**config.mk**
```make
export PLATFORM = sky130hd
export DESIGN_NAME = relu_maxpool_2x2
export DESIGN_NICKNAME = d
export VERILOG_FILES = /design/src/rtl/nne_pkg.sv /design/src/rtl/pool_line_buffer.sv /design/src/rtl/relu_maxpool_2x2.sv
export SDC_FILE = /design/constraint.sdc
export NUM_CORES = 1
export LEC_CHECK = 0
export ABC_AREA = 1
export CAP_MARGIN = 5
export CORE_AREA = 2 2 143 145
export CTS_BUF_LIST = sky130_fd_sc_hd__clkbuf_16
export DETAILED_ROUTE_END_ITERATION = 6
export DIE_AREA = 0 0 145 147
export GPL_ROUTABILITY_DRIVEN = 0
export PLACE_DENSITY = 0.69
export SYNTH_ARGS = -nofsm -noshare
export SYNTH_HDL_FRONTEND = slang
export SYNTH_SLANG_ARGS = --single-unit
```
**constraint.sdc**
```tcl
create_clock -name clk -period 4.7 [get_ports clk]
set_clock_uncertainty 0.2 [all_clocks]
set_input_delay 0.47 -clock clk [delete_from_list [all_inputs] [get_ports clk]]
set_output_delay 0.47 -clock clk [all_outputs]
set_load 0.01 [all_outputs]
```
**src/rtl/nne_pkg.sv**
```systemverilog
// nne_pkg: shared pixel width, pooling FSM states and signed-max helper
package nne_pkg;
  localparam int DATA_W_DEF = 32;
  localparam int SMAX_W = 64;
  typedef enum logic [1:0] {S_EVEN_A, S_EVEN_B, S_ODD_A, S_ODD_B} pool_state_t;
  function automatic logic signed [SMAX_W-1:0] smax(input logic signed [SMAX_W-1:0] a, input logic signed [SMAX_W-1:0] b);
    return a > b ? a : b;
  endfunction
endpackage

```
**src/rtl/pool_line_buffer.sv**
```systemverilog
// pool_line_buffer: register array with one write port and one combinational read port
module pool_line_buffer
  import nne_pkg::*;
#(
  parameter int DATA_W = DATA_W_DEF,
  parameter int DEPTH = 4,
  parameter int AW = 2
) (
  input  logic              clk,
  input  logic              we_i,
  input  logic [AW-1:0]     waddr_i,
  input  logic [DATA_W-1:0] wdata_i,
  input  logic [AW-1:0]     raddr_i,
  output logic [DATA_W-1:0] rdata_o
);
  logic [DATA_W-1:0] mem_q [DEPTH];
  // storage is never read before written, so it carries no reset
  always_ff @(posedge clk) begin
    if (we_i) mem_q[waddr_i] <= wdata_i;
  end
  assign rdata_o = mem_q[raddr_i];
endmodule

```
**src/rtl/relu_maxpool_2x2.sv**
```systemverilog
// relu_maxpool_2x2: streaming 2x2 stride-2 signed max-pool; MAXPOOL_LAST_EN adds Last_Out end-of-frame flag
module relu_maxpool_2x2
  import nne_pkg::*;
#(
  parameter int DATA_W = DATA_W_DEF,
  parameter int IMG_W = 8,
  parameter int IMG_H = 8
) (
  input  logic              clk,
  input  logic              rst,
  input  logic [DATA_W-1:0] Data_In,
  input  logic              Valid_In,
  output logic [DATA_W-1:0] Data_Out,
  output logic              Valid_Out
`ifdef MAXPOOL_LAST_EN
  ,
  output logic              Last_Out
`endif
);
  localparam int CW = $clog2(IMG_W);
  localparam int RW = $clog2(IMG_H);
  localparam int AW = IMG_W > 2 ? $clog2(IMG_W / 2) : 1;
  if (IMG_W < 2 || IMG_W % 2 != 0) begin : g_bad_w
    $error("relu_maxpool_2x2: IMG_W must be even and >= 2");
  end
  if (IMG_H < 2 || IMG_H % 2 != 0) begin : g_bad_h
    $error("relu_maxpool_2x2: IMG_H must be even and >= 2");
  end
  if (DATA_W > SMAX_W) begin : g_bad_dw
    $error("relu_maxpool_2x2: DATA_W exceeds signed-max width");
  end
  function automatic logic [DATA_W-1:0] mx(input logic [DATA_W-1:0] a, input logic [DATA_W-1:0] b);
    return DATA_W'(smax(SMAX_W'($signed(a)), SMAX_W'($signed(b))));
  endfunction
  pool_state_t state_q, state_d;
  logic [CW-1:0] col_q, col_d;
  logic [RW-1:0] row_q, row_d;
  logic [DATA_W-1:0] pair_q, pair_d, data_q, data_d, lb_rdata, hmax, wmax;
  logic valid_q, valid_d, lb_we, eol, eof;
  logic [AW-1:0] lb_addr;
  assign eol = col_q == CW'(IMG_W - 1);
  assign eof = eol && row_q == RW'(IMG_H - 1);
  assign lb_addr = AW'(col_q >> 1);
  assign hmax = mx(pair_q, Data_In);
  assign wmax = mx(hmax, lb_rdata);
  pool_line_buffer #(.DATA_W(DATA_W), .DEPTH(IMG_W / 2), .AW(AW)) u_lb (
    .clk    (clk),
    .we_i   (lb_we),
    .waddr_i(lb_addr),
    .wdata_i(hmax),
    .raddr_i(lb_addr),
    .rdata_o(lb_rdata)
  );
`ifdef MAXPOOL_LAST_EN
  logic last_q, last_d;
  assign Last_Out = last_q;
`endif
  // next-state: everything advances only on accepted pixels
  always_comb begin
    state_d = state_q;
    col_d = col_q;
    row_d = row_q;
    pair_d = pair_q;
    data_d = data_q;
    valid_d = 1'b0;
    lb_we = 1'b0;
`ifdef MAXPOOL_LAST_EN
    last_d = 1'b0;
`endif
    if (Valid_In) begin
      col_d = eol ? '0 : col_q + 1'b1;
      row_d = eol ? (eof ? '0 : row_q + 1'b1) : row_q;
      case (state_q)
        S_EVEN_A: begin
          pair_d = Data_In;
          state_d = S_EVEN_B;
        end
        S_EVEN_B: begin
          lb_we = 1'b1;
          state_d = eol ? S_ODD_A : S_EVEN_A;
        end
        S_ODD_A: begin
          pair_d = Data_In;
          state_d = S_ODD_B;
        end
        S_ODD_B: begin
          data_d = wmax;
          valid_d = 1'b1;
`ifdef MAXPOOL_LAST_EN
          last_d = eof;
`endif
          state_d = eol ? S_EVEN_A : S_ODD_A;
        end
        default: state_d = S_EVEN_A;
      endcase
    end
  end
  // state and output registers with synchronous reset
  always_ff @(posedge clk) begin
    if (rst) begin
      state_q <= S_EVEN_A;
      col_q <= '0;
      row_q <= '0;
      pair_q <= '0;
      data_q <= '0;
      valid_q <= 1'b0;
`ifdef MAXPOOL_LAST_EN
      last_q <= 1'b0;
`endif
    end else begin
      state_q <= state_d;
      col_q <= col_d;
      row_q <= row_d;
      pair_q <= pair_d;
      data_q <= data_d;
      valid_q <= valid_d;
`ifdef MAXPOOL_LAST_EN
      last_q <= last_d;
`endif
    end
  end
  assign Data_Out = data_q;
  assign Valid_Out = valid_q;
endmodule
```
==> results summary <==
For this run, the leading register cell type out of synthesis is edfxtp_1. The number of buffer cells added on primary ports came out at between 60 and 70. The wire length of the first global-routing pass came out at 39900 um. The data arrival time of the critical path came out at about 4700 ps. The flow ran to the end, and the final reports show no timing, DRC or antenna violations. The floorplan step defined a die boundary enclosing 0.0213 sq mm. The total detailed-routing wirelength came out at 25100 um. The first-pass detailed-route iteration total came out at 5. The instance count of the mapped netlist came out at 1027. Clock-pin slew was measured on the worst setup and hold paths at around 70 ps.

The final count of hold timing violations is 0. In this run the mean area of a mapped cell was 9.49 sq um. Counting instances in the post-synthesis netlist gives the leading cell types as nand2_1 (299), edfxtp_1 (128), a21oi_1 (126), dfxtp_1 (72), ha_1 (66). In the post-synthesis netlist, the cell with the most instances is nand2_1. The count of flip-flops with a built-in enable after synthesis is 128. The proportion of synthesized flip-flops having asynchronous set or reset came out at 0%. The vertical die dimension is 147 um. On the critical path, the stage with the largest delay is an instance of clkdlybuf4s50_1. The synthesized cell area is 0.00974 sq mm. The portion of the post-synthesis area used by sequential elements is a little over half. After detailed routing, the number of vias per cell comes to 5.45. The total negative slack for setup checks came out at 0 ps.

For this block, the initial DRC count from the detailed router was between 700 and 800. In the final design database the tool counted about 1.3k nets. The portion of synthesized cell area occupied by the leading cell type came out at 39.5%. The horizontal die dimension is 145 um.

The max-cap check violation count is 0. STA classifies the critical path startpoint as an input port. STA classifies the critical path endpoint as a register.

The number of resized instances in the post-cts repair step came out at 0. The cell at the root of the clock tree is clkbuf_16. The area growth from synthesis to layout is 25.9%. The reported leakage power came out at 5.16 nW.

The overall routing resource usage is roughly a quarter. The final critical path time including I/O delays and setup came out at 4520 ps. The number of buffers on the longest clock path came out at 2. The initial antenna violation count came to 0.

The count of antenna-violating nets left after detailed routing is 0. The number of different library cells in the post-synthesis netlist is 28. The half-perimeter wire length of the detailed placement result is between 15000 and 20000 um. The largest net degree at the start of global routing came out at 65. The number of max-slew violations in the final report is 0. Counting the buffers created by CTS gives 17. Fill cells in the final layout number 1649. The diode insertion count for antenna repair came out at 0. For this configuration, the core starts out at a cell density of 49.1%.

The worst hold path begins at Data_Out[5]. For the pin with the worst max-slew slack, the measured transition is 839 ps. The remaining global-route overflow is 0.

In this design, the largest share of critical-path delay is due to simple AND/OR/NAND/NOR gates. The critical path starts at Data_In[21]. With fillers left out, the area of the finished cells amounts to 0.0123 sq mm.

The post-route fraction of the period consumed by the critical path came out at 96.3%. The number of top-level design ports came out at 68. For the worst setup path, the data required time is between 4000 and 5000 ps. Buffers inserted to repair hold after CTS numbered 0. The clock insertion delay at the later pin of the skew report is 440 ps. The number of clock sinks is 200.

The number of core rows is 52. The class of the tightest hold or removal check is register to register. After clock tree synthesis, the setup repair step added 0 buffers.

The final routed DRC violation total came out at 0. The type of the worst setup path is input port to register. The power per cell area came out at 369 mW/mm^2. Setup violations remaining at the end of the flow were counted as 0.

The sum of buffers and inverters on the critical path came out at 6. TritonCTS built the clock tree. The highest achievable clock rate is ~0.22 GHz. The number of H-tree levels came out at 4. The cell that appears most often on the critical path is nand2_1. The vias after detailed routing came out at around 8k.

The number of global-route vias before repair is about 7.5k. The placeable core area came out at between 0.015 and 0.02 sq mm. Of the cells placed in the final design, the portion with a size suffix greater than 1 is 16.6%.

The delay of the slowest cell on the worst path is approximately 500 ps. Headroom to the max-slew limit came out at a little over two fifths. The total of flip-flops plus latches after synthesis is 200. The average wire length per cell after detail routing came out at 17.0 um. The total number of yosys warnings came out at 0.

The dominant cell type by area after synthesis is edfxtp_1. In this run the cell area measured after placement is about 0.012 sq mm. The number of nets in the synthesized netlist came out at about 1.1k.

The largest fanout of any net on the critical path came out at 32. The startpoint identified for the worst register-to-register timing path is pair_q[31]. VDD sags by at most 0.298 mV. Ranked by total cell area, the synthesized netlist is headed by edfxtp_1 (39%), dfxtp_1 (15%), nand2_1 (12%), ha_1 (8.5%), a21oi_1 (6.5%).
cell type report:
| type | instances | area (sq um) | area share [%] |
|---|---|---|---|
| clock buffer | 17 | 425 | 3.47 |
| inverter | 59 | 224 | 1.83 |
| clock inverter | 15 | 136 | 1.11 |
| tap | 270 | 338 | 2.76 |
| timing repair buffer | 206 | 1820 | 14.9 |
| sequential | 200 | 5290 | 43.1 |
| multi-input combinational | 710 | 4030 | 32.9 |
flip-flops by register name, summed over array words and instances (netlist names), named ones only:
register and cells:
Data_Out 32, Valid_Out 1, col_q 3, pair_q 32, state_q 2, u_lb.mem_q 128
layer usage:
metal	global-route usage, %	vias up	wire length (um)
li1	-	3974	-
met1	34.1	3786	11600
met2	37.8	247	11700
met3	2.95	38	1310
met4	8.61	0	559
met5	0	-	0
worst reg2reg max path: cells and delay by family (launching register included):
family	cells	cell delay (ps)
adder cells (fa/ha/maj)	2	640
flip-flops	1	340
AO/OA/AOI/OAI	2	290
AND/OR/NAND/NOR	15	2010
buffers and inverters	4	690
through the flow:
stage / setup slack [ps] / hold WS [ps] / power [mW] / cells / utilization [%]
floorplan: 1000 / 246 / 2.67 / 1027 / -
global placement: -177 / 254 / 3.09 / 1445 / 58.7
detailed placement: -267 / 258 / 3.12 / 1445 / 58.7
CTS: 181 / 268 / 4.51 / 1477 / 61.5
global route: -20.3 / 287 / 4.71 / 1477 / 61.8
finish: 175 / 265 / 4.52 / 1477 / 61.8
final timing paths:
kind / end / slack, ps / cells past startpoint
setup / recovery: Data_Out[1] / 180 / 25
setup reg to reg: Data_Out[1] / 430 / 23
hold / removal: Data_Out[5] / 260 / 2
hold reg to reg: Data_Out[5] / 260 / 2
cells by family after synthesis:
family | Yosys count | share of synthesized area, %
AOI/OAI and AO/OA | 205 | 13.2
adders and majority gates | 66 | 8.48
buffers and inverters | 117 | 5.19
DFF | 200 | 54.3
and+or+nand+nor | 439 | 18.9
layout by cell type (no fill, tap or decap), types with 6 or more instances in the layout:
cell type | synthesis | final
nand2_1 | 299 | 295
buf_4 | 3 | 130
edfxtp_1 | 128 | 128
a21oi_1 | 126 | 122
dfxtp_1 | 72 | 71
ha_1 | 66 | 66
clkdlybuf4s50_1 | 0 | 66
inv_1 | 56 | 56
nor2_1 | 55 | 50
nand4_1 | 36 | 36
nand3_1 | 36 | 36
a211oi_1 | 34 | 34
a32o_1 | 31 | 31
clkbuf_16 | 0 | 17
buf_12 | 0 | 9
o21ai_0 | 7 | 6
power by group:
| group | internal, mW | leakage (nW) | total [mW] | switching, mW |
|---|---|---|---|---|
| Sequential | 1.96 | 1.76 | 1.99 | 0.0303 |
| Combinational | 0.480 | 3.13 | 1.12 | 0.643 |
| Clock | 0.701 | 0.275 | 1.41 | 0.707 |
| Total | 3.14 | 5.16 | 4.52 | 1.38 |
Power figures use the tool's default switching activity.
